<file path="config.mk">
export PLATFORM = sky130hd
export DESIGN_NAME = instr_fetch_unit
export DESIGN_NICKNAME = d
export VERILOG_FILES = /design/src/rtl/cpu_pkg.sv /design/src/rtl/pc_counter.sv /design/src/rtl/instr_fetch_unit.sv
export SDC_FILE = /design/constraint.sdc
export NUM_CORES = 1
export LEC_CHECK = 0
export BUFFER_PORTS_ARGS = -buffer_cell sky130_fd_sc_hd__clkbuf_2
export CORE_ASPECT_RATIO = 1.1
export CORE_MARGIN = 1.5
export CORE_UTILIZATION = 49
export DETAILED_ROUTE_END_ITERATION = 7
export GPL_TIMING_DRIVEN = 0
export PLACE_DENSITY_LB_ADDON = 0.15
export REMOVE_ABC_BUFFERS = 1
export SYNTH_ARGS = -nofsm -noshare
export SYNTH_HDL_FRONTEND = slang
export SYNTH_SLANG_ARGS = --single-unit
export TNS_END_PERCENT = 20
</file>
<file path="constraint.sdc">
create_clock -name CLK -period 2.1 [get_ports CLK]
set_input_delay 0.21 -clock CLK [delete_from_list [all_inputs] [get_ports CLK]]
set_output_delay 0.21 -clock CLK [all_outputs]
set_load 0.02 [all_outputs]
</file>
<file path="src/rtl/cpu_pkg.sv">
// Shared types and widths for the CPU front end (instruction fetch path).
package cpu_pkg;

  localparam int unsigned INSTR_W_C = 18;
  localparam int unsigned ADDR_W_C  = 10;
  localparam int unsigned STALL_W_C = 16;

  typedef enum logic [1:0] {
    IDLE  = 2'd0,
    FETCH = 2'd1,
    LOAD  = 2'd2,
    HOLD  = 2'd3
  } ifu_state_t;

endpackage

</file>
<file path="src/rtl/pc_counter.sv">
// Program counter register: load has priority over increment; wraps modulo 2**ADDR_W.
module pc_counter
  import cpu_pkg::*;
#(
  parameter int unsigned ADDR_W   = ADDR_W_C,
  parameter int unsigned RESET_PC = 0
) (
  input  logic              CLK,
  input  logic              clear_n,
  input  logic              ld,
  input  logic [ADDR_W-1:0] ld_val,
  input  logic              inc,
  output logic [ADDR_W-1:0] pc
);

  // PC update: redirect beats sequential increment
  always_ff @(posedge CLK or negedge clear_n) begin
    if (!clear_n) begin
      pc <= ADDR_W'(RESET_PC);
    end else if (ld) begin
      pc <= ld_val;
    end else if (inc) begin
      pc <= pc + ADDR_W'(1);
    end
  end

endmodule

</file>
<file path="src/rtl/instr_fetch_unit.sv">
// Instruction fetch sequencer: req/ack fetch from instruction memory into the
// 18-bit instruction register, one-cycle ir_load pulse, waits for decode, handles jumps.
// Optional build macro IFU_STALL_CNT_EN adds a saturating 16-bit memory stall counter.
module instr_fetch_unit
  import cpu_pkg::*;
#(
  parameter int unsigned ADDR_W   = ADDR_W_C,
  parameter int unsigned INSTR_W  = INSTR_W_C,
  parameter int unsigned RESET_PC = 0
) (
  input  logic               CLK,
  input  logic               clear_n,
  input  logic               run,
  input  logic               jump_valid,
  input  logic [ADDR_W-1:0]  jump_addr,
  output logic               imem_req,
  output logic [ADDR_W-1:0]  imem_addr,
  input  logic               imem_ack,
  input  logic [INSTR_W-1:0] imem_data,
  output logic [INSTR_W-1:0] ir_data,
  output logic               ir_load,
  input  logic               ir_ready,
  output logic [ADDR_W-1:0]  pc,
  output logic               busy
`ifdef IFU_STALL_CNT_EN
  ,
  output logic [STALL_W_C-1:0] stall_cnt
`endif
);

  ifu_state_t        state_q, state_d;
  // gap: in FETCH but request withheld for one cycle after a dropped fetch
  logic              gap_q, gap_d;
  // discard: the outstanding fetch was overtaken by a jump; drop its data
  logic              discard_q, discard_d;
  logic              pc_ld, pc_inc, capture;
  logic              req_d;
  logic [ADDR_W-1:0] addr_d;

  pc_counter #(
    .ADDR_W   (ADDR_W),
    .RESET_PC (RESET_PC)
  ) u_pc_counter (
    .CLK     (CLK),
    .clear_n (clear_n),
    .ld      (pc_ld),
    .ld_val  (jump_addr),
    .inc     (pc_inc),
    .pc      (pc)
  );

  // State and flag registers
  always_ff @(posedge CLK or negedge clear_n) begin
    if (!clear_n) begin
      state_q   <= IDLE;
      gap_q     <= 1'b0;
      discard_q <= 1'b0;
    end else begin
      state_q   <= state_d;
      gap_q     <= gap_d;
      discard_q <= discard_d;
    end
  end

  // Next-state, PC control and data capture decisions
  always_comb begin
    state_d   = state_q;
    gap_d     = gap_q;
    discard_d = discard_q;
    pc_ld     = 1'b0;
    pc_inc    = 1'b0;
    capture   = 1'b0;
    unique case (state_q)
      IDLE: begin
        gap_d = 1'b0;
        if (jump_valid) begin
          pc_ld = 1'b1;
        end else if (run) begin
          state_d = FETCH;
        end
      end
      FETCH: begin
        if (gap_q) begin
          // no transaction outstanding: a jump only moves the PC
          gap_d = 1'b0;
          pc_ld = jump_valid;
          if (!run) begin
            state_d = IDLE;
          end
        end else if (imem_ack) begin
          if (jump_valid || discard_q) begin
            // stale or overtaken word: drop it, no ir_load, refetch after a gap
            pc_ld     = jump_valid;
            discard_d = 1'b0;
            if (run) begin
              gap_d = 1'b1;
            end else begin
              state_d = IDLE;
            end
          end else begin
            capture = 1'b1;
            pc_inc  = 1'b1;
            state_d = LOAD;
          end
        end else if (jump_valid) begin
          pc_ld     = 1'b1;
          discard_d = 1'b1;
        end
      end
      LOAD: begin
        pc_ld   = jump_valid;
        state_d = HOLD;
      end
      HOLD: begin
        pc_ld = jump_valid;
        if (ir_ready) begin
          state_d = run ? FETCH : IDLE;
        end
      end
      default: begin
        state_d = IDLE;
      end
    endcase
  end

  // Request is raised in FETCH except during the post-drop gap
  assign req_d  = (state_d == FETCH) && !gap_d;
  // A new request starts from the PC value it sees after this edge
  assign addr_d = jump_valid ? jump_addr : pc;

  // Registered outputs derived from the next state
  always_ff @(posedge CLK or negedge clear_n) begin
    if (!clear_n) begin
      imem_req  <= 1'b0;
      imem_addr <= '0;
      ir_load   <= 1'b0;
      busy      <= 1'b0;
    end else begin
      imem_req <= req_d;
      ir_load  <= (state_d == LOAD);
      busy     <= (state_d != IDLE);
      if (req_d && !imem_req) begin
        imem_addr <= addr_d;
      end
    end
  end

  // Instruction register data: captured on an accepted ack, stable otherwise
  always_ff @(posedge CLK or negedge clear_n) begin
    if (!clear_n) begin
      ir_data <= '0;
    end else if (capture) begin
      ir_data <= imem_data;
    end
  end

`ifdef IFU_STALL_CNT_EN
  // Saturating count of cycles spent waiting on memory with a request pending
  always_ff @(posedge CLK or negedge clear_n) begin
    if (!clear_n) begin
      stall_cnt <= '0;
    end else if (imem_req && !imem_ack && (stall_cnt != {STALL_W_C{1'b1}})) begin
      stall_cnt <= stall_cnt + STALL_W_C'(1);
    end
  end
`endif

endmodule

</file>
Yosys cells after proc, flatten, opt, wreduce, memory -nomap -nowiden
Index checks and enable logic that the tools add are counted.
{"block": "word_totals", "ff_bits": 45, "wordCells": 57}
{"block": "classes", "reduce_logical": 11, "bitwise_logic": 1, "eq_ne": 6, "muxes": 29, "n_addsub": 1}
{"cell": "2-to-1 mux 10 bit", "count": 3}
{"cell": "2-to-1 mux 1 bit", "count": 16}
{"cell": "2-to-1 mux 2 bit", "count": 7}
{"cell": "adder 10 x 1 -> 10 bit (second input constant)", "count": 1}
{"cell": "case mux 2 bit (4 select lines)", "count": 1}
{"cell": "equality test 2 bit (second input constant)", "count": 3}
{"cell": "nonzero test 2 bit", "count": 3}
{"cell": "equality test 2 x 1 -> 1 bit (second input constant)", "count": 2}
{"cell": "AND reduction 4 bit", "count": 1}
{"cell": "case mux 1 bit (3 select lines)", "count": 1}
{"cell": "logical AND 1 bit", "count": 2}
{"cell": "logical NOT 1 bit", "count": 2}
{"cell": "logical NOT 2 bit", "count": 1}
{"cell": "!= test 2 x 1 -> 1 bit (second input constant)", "count": 1}
{"cell": "case mux 1 bit (2 select lines)", "count": 1}
{"cell": "OR reduction 2 bit", "count": 1}
{"cell": "logical OR 1 bit", "count": 1}
{"cell": "NOT 1 bit", "count": 1}

Logic depth before layout (Yosys ltp)
{"block": "logic_depth", "word_depth": 8, "depth_mapped": 7, "mapped_depth_nobuf": 5}

Cells and area by module
Synthesis repeated with hierarchy kept, for this count alone.
{"block": "unflattened", "hier_cells": 199, "area_unflattened_um2": 2068.2}
{"module": "instr_fetch_unit", "seq_area_each_um2": 875.8, "n_inst": 1, "area_each_um2": 1501.4, "cells_each": 138}
{"module": "pc_counter", "seq_area_each_um2": 250.2, "n_inst": 1, "area_each_um2": 566.8, "cells_each": 61}

Least setup slack after synthesis
OpenSTA, ideal clock, no wires.
{"block": "synth_timing", "kind": "register -> register", "start": "register state_q[1]", "end": "register imem_addr[1]", "t_arrival_ns": 1.649, "synth_period_minus_slack_ns": 1.775, "path_slack_ns": 0.325, "stages_incl_launch_ff": 7, "required_ns": 1.975, "cell_sequence": "dfrtp_1 > and4bb_1 > buf_6 > a221o_1 > a31o_1 > buf_6 > mux2_4"}
{"block": "synth_between", "elab_chain_len": 8, "word_cells_on_any_way": 17, "classes_between": "eq/ne (4); mux (9); reduce/logical (4)"}
{"item": "start, declared", "line": "instr_fetch_unit.sv:31", "rtl": "ifu_state_t state_q, state_d;"}
{"item": "start signal, assigned", "line": "instr_fetch_unit.sv:59", "rtl": "state_q <= state_d;"}
{"item": "2-to-1 mux 2 bit", "line": "instr_fetch_unit.sv:87, instr_fetch_unit.sv:95"}
{"item": "2-to-1 mux 2 bit", "line": "instr_fetch_unit.sv:91", "rtl": "if (jump_valid || discard_q) begin"}
{"item": "2-to-1 mux 2 bit", "line": "instr_fetch_unit.sv:90", "rtl": "end else if (imem_ack) begin"}
{"item": "2-to-1 mux 2 bit", "line": "instr_fetch_unit.sv:83", "rtl": "if (gap_q) begin"}
{"item": "case mux 2 bit (4 select lines)", "line": "instr_fetch_unit.sv:73", "rtl": "unique case (state_q)"}
{"item": "equality test 2 x 1 -> 1 bit", "line": "instr_fetch_unit.sv:127", "rtl": "assign req_d = (state_d == FETCH) && !gap_d;"}
{"item": "logical AND 1 bit *", "line": "instr_fetch_unit.sv:127"}
{"item": "logical AND 1 bit *", "line": "instr_fetch_unit.sv:142", "rtl": "if (req_d && !imem_req) begin"}
{"item": "end signal, assigned", "line": "instr_fetch_unit.sv:143", "rtl": "imem_addr <= addr_d;"}
{"item": "end, declared", "line": "instr_fetch_unit.sv:17", "rtl": "output logic [ADDR_W-1:0] imem_addr,"}
Every way passes the cells marked *; elsewhere a longest branch is shown, timed or not.
A chain may end at the register's enable or synchronous reset.

Worst setup path after layout
Ends and elaborated chain as after synthesis.

==> results.toml <==
[place]
place_area_um2 = 2450
gp_congestion = 0.831
place_inst = 330
place.port_buffers = 74
hpwl_um = 2990

[grt]
grt-ovfl-total = 0
grt_pass1_vias = 1587
grt_pass1_wl_um = 6970
antenna_found_initial = 0
grtUsageTotal_pct = 19.7
grt_max_degree = 46

[clock_tree]
cts_buffers = 5
cts_root_buffer = "clkbuf_8"
clkSlewWorstSetupHoldPaths_ns = 0.08
postCtsSetupBuffers = 0
cts-htree-levels = 2
cts_hold_buf = 0
cts_tree = "built"
insertion_delay_ns = 0.30
clk_path_buf_depth = 2
cts.sinks = 45

[timing]
setup_viol = 0
period_needed_ns = 1.95
slew_headroom_pct = 27.5
worstMarginPinSlew_ns = 1.09
fin_crit_sh_pct = 92.7
max_freq_mhz = 514
fin_skew_ns = 0.00456
drv_slew = 0
timing.final.hold_violations = 0
grt_setup_unrepaired = "false"
setup_tns_ns = 0

[yosys]
yosysSeqAreaShare_pct = 54.6
ys_warn_count = 0
synth_area_um2 = 2060
async_flop_share_pct = 100
yosys_register_bits = 45
avgSynthCellArea_um2 = 9.67
syn_inst = 213
synth_ff_type = "dfrtp_1"
synth_edf_count = 0
synth_cell_types = 29

[worst_setup_path]
end_kind = "flip-flop"
cpMaxStageDelayCell = "dfrtp_1"
worstPathCellList = "and4bb_2 -> a221o_1 -> a31o_2 -> mux2_4"
reg2reg_depth = 4
arrival_ns = 2.13
critical_path_class = "reg -> reg"
path_max_fanout = 10
critPathMaxStageDelay_ns = 0.46
worstSetupStartpointType = "flip-flop"
cp.required_ns = 2.28

[cells_and_area]
final_nets = 320
drive_gt1_share_pct = 33.2
regArea_um2 = 1130
n_fill_cell = 355
multi_input_area_um2 = 845
layout_common_cells = "74 x nand2_1, 74 x clkbuf_2, 45 x dfrtp_1, 14 x o21ai_0, 12 x inv_1"
diodes = 0
areaGrowthSynthToFinish_pct = 24.0
fin_cells = 338
finalInstanceArea_um2 = 2550

[floorplan]
ioPinCount = 75
die_w_um = 64.8
fp.dieArea_um2 = 4600
start_util_pct = 51.6
core_um2 = 3990
die_h_um = 71.0
num_rows = 24

[detailed_routing]
wl_per_cell_um = 12.7
drcViolationCount = 0
firstDrtPassIters = 4
ant_nets = 0
vias = 1717
vias_per_cell = 5.08
wl_um = 4280
drt_iter0_drc = 70

[worst_hold_path]
hp-class = "in -> async"

[flow_run]
drv_cap = 0

[outcome]
status = "finished, final reports clean"

[power]
peakVddDrop_mv = 0.799
leakage_nw = 1.41
power_density_nw_per_um2 = 1350
==> final timing paths <==
| check | to | from | slack (ns) |
|---|---|---|---|
| worst max-delay path | imem_addr[1]$_DFFE_PN0P_ | state_q[1]$_DFF_PN0_ | 0.15 |
| worst min-delay path | imem_addr[3]$_DFFE_PN0P_ | clear_n | 0.1 |
| max in group asynchronous | discard_q$_DFFE_PN0P_ | clear_n | 1.33 |
| min in group CLK | ir_data[3]$_DFFE_PN0P_ | imem_data[3] | 0.10 |
| worst min register to register | ir_data[1]$_DFFE_PN0P_ | ir_data[1]$_DFFE_PN0P_ | 0.48 |
| worst max register to register | imem_addr[1]$_DFFE_PN0P_ | state_q[1]$_DFF_PN0_ | 0.15 |
==> kinds of logic after synthesis <==
logic type	count (synthesis)	share of synthesized area [%]
XOR/XNOR	3	1.28
buffers and inverters	22	4.74
AND/OR/NAND/NOR	103	22.1
AO/OA/AOI/OAI	27	8.62
flip-flops	45	54.6
adder cells (fa/ha/maj)	1	0.607
multiplexers	12	8.01
==> critical path, delay by kind of cell (launching register included) <==
family / cells / cell delay [ns]
DFF: 1 / 0.46
muxes: 1 / 0.34
AOI/OAI and AO/OA: 2 / 0.69
and+or+nand+nor: 1 / 0.34
==> stage by stage <==
step           utilization, %  total power, W  worst slack, ns  hold WS [ns]
6_report                 64.0         0.00346            0.154        0.0962
5_1_grt                  64.0         0.00369           0.0817        0.0937
4_1_cts                  64.0         0.00349           0.0814        0.0885
3_5_place_dp             61.3         0.00291           -0.401         0.404
3_3_place_gp             61.3         0.00288           -0.407         0.399
2_1_floorplan               -         0.00241            0.199       -0.0856
==> cells in the mapped netlist, types with 2 or more instances <==
| cell type | n | share of area, % |
|---|---|---|
| mux2_4 | 9 | 6.6 |
| buf_1 | 2 | 0.36 |
| o311ai_0 | 2 | 0.85 |
| or4_1 | 3 | 1.1 |
| o21bai_1 | 2 | 0.73 |
| nand4_1 | 4 | 1.2 |
| buf_6 | 2 | 1.1 |
| o211ai_1 | 4 | 1.5 |
| nand3_1 | 8 | 1.9 |
| mux2i_1 | 3 | 1.5 |
| o21ai_0 | 14 | 3.4 |
| nor2_1 | 2 | 0.36 |
| nand2_1 | 75 | 14 |
| nor2b_1 | 4 | 1.2 |
| clkbuf_1 | 5 | 0.91 |
| nand2b_1 | 2 | 0.61 |
| dfrtp_1 | 45 | 55 |
| xnor2_1 | 3 | 1.3 |
| inv_1 | 13 | 2.4 |
| a221o_1 | 2 | 0.97 |
==> registers in the layout, summed over array words and instances, names as in the netlist <==
signal	flops
ir_data	18
imem_addr	10
u_pc_counter.pc	10
state_q	2
busy	1
discard_q	1
gap_q	1
imem_req	1
ir_load	1
==> repair_timing <==
action,in CTS,in global routing
gates resized for setup,4,1
setup endpoints to repair,29,1
gates cloned,0,0
==> final cells by class <==
type	instances	share of cell area, %
flip-flops and latches	45	44.1
inverters	13	2.06
clock buffers	6	3.23
clock inverters	2	0.539
multi-input cells	146	33.1
well taps	52	2.55
repair buffers	74	14.5
==> power by group <==
group | internal (W) | switching [W] | total, W
Sequential | 0.00120 | 0.000210 | 0.00141
Clock | 0.000267 | 0.000291 | 0.000558
Combinational | 0.000613 | 0.000876 | 0.00149
==> per-layer routing <==
layer | GRT usage, % | up-vias | share of wire (%)
li1 | - | 846 | -
met1 | 24.1 | 805 | 44
met2 | 31.8 | 58 | 48
met3 | 6.68 | 8 | 6.6
met4 | 8.04 | 0 | 1.7
met5 | 0 | - | 0
(Power assumes the default switching activity.)
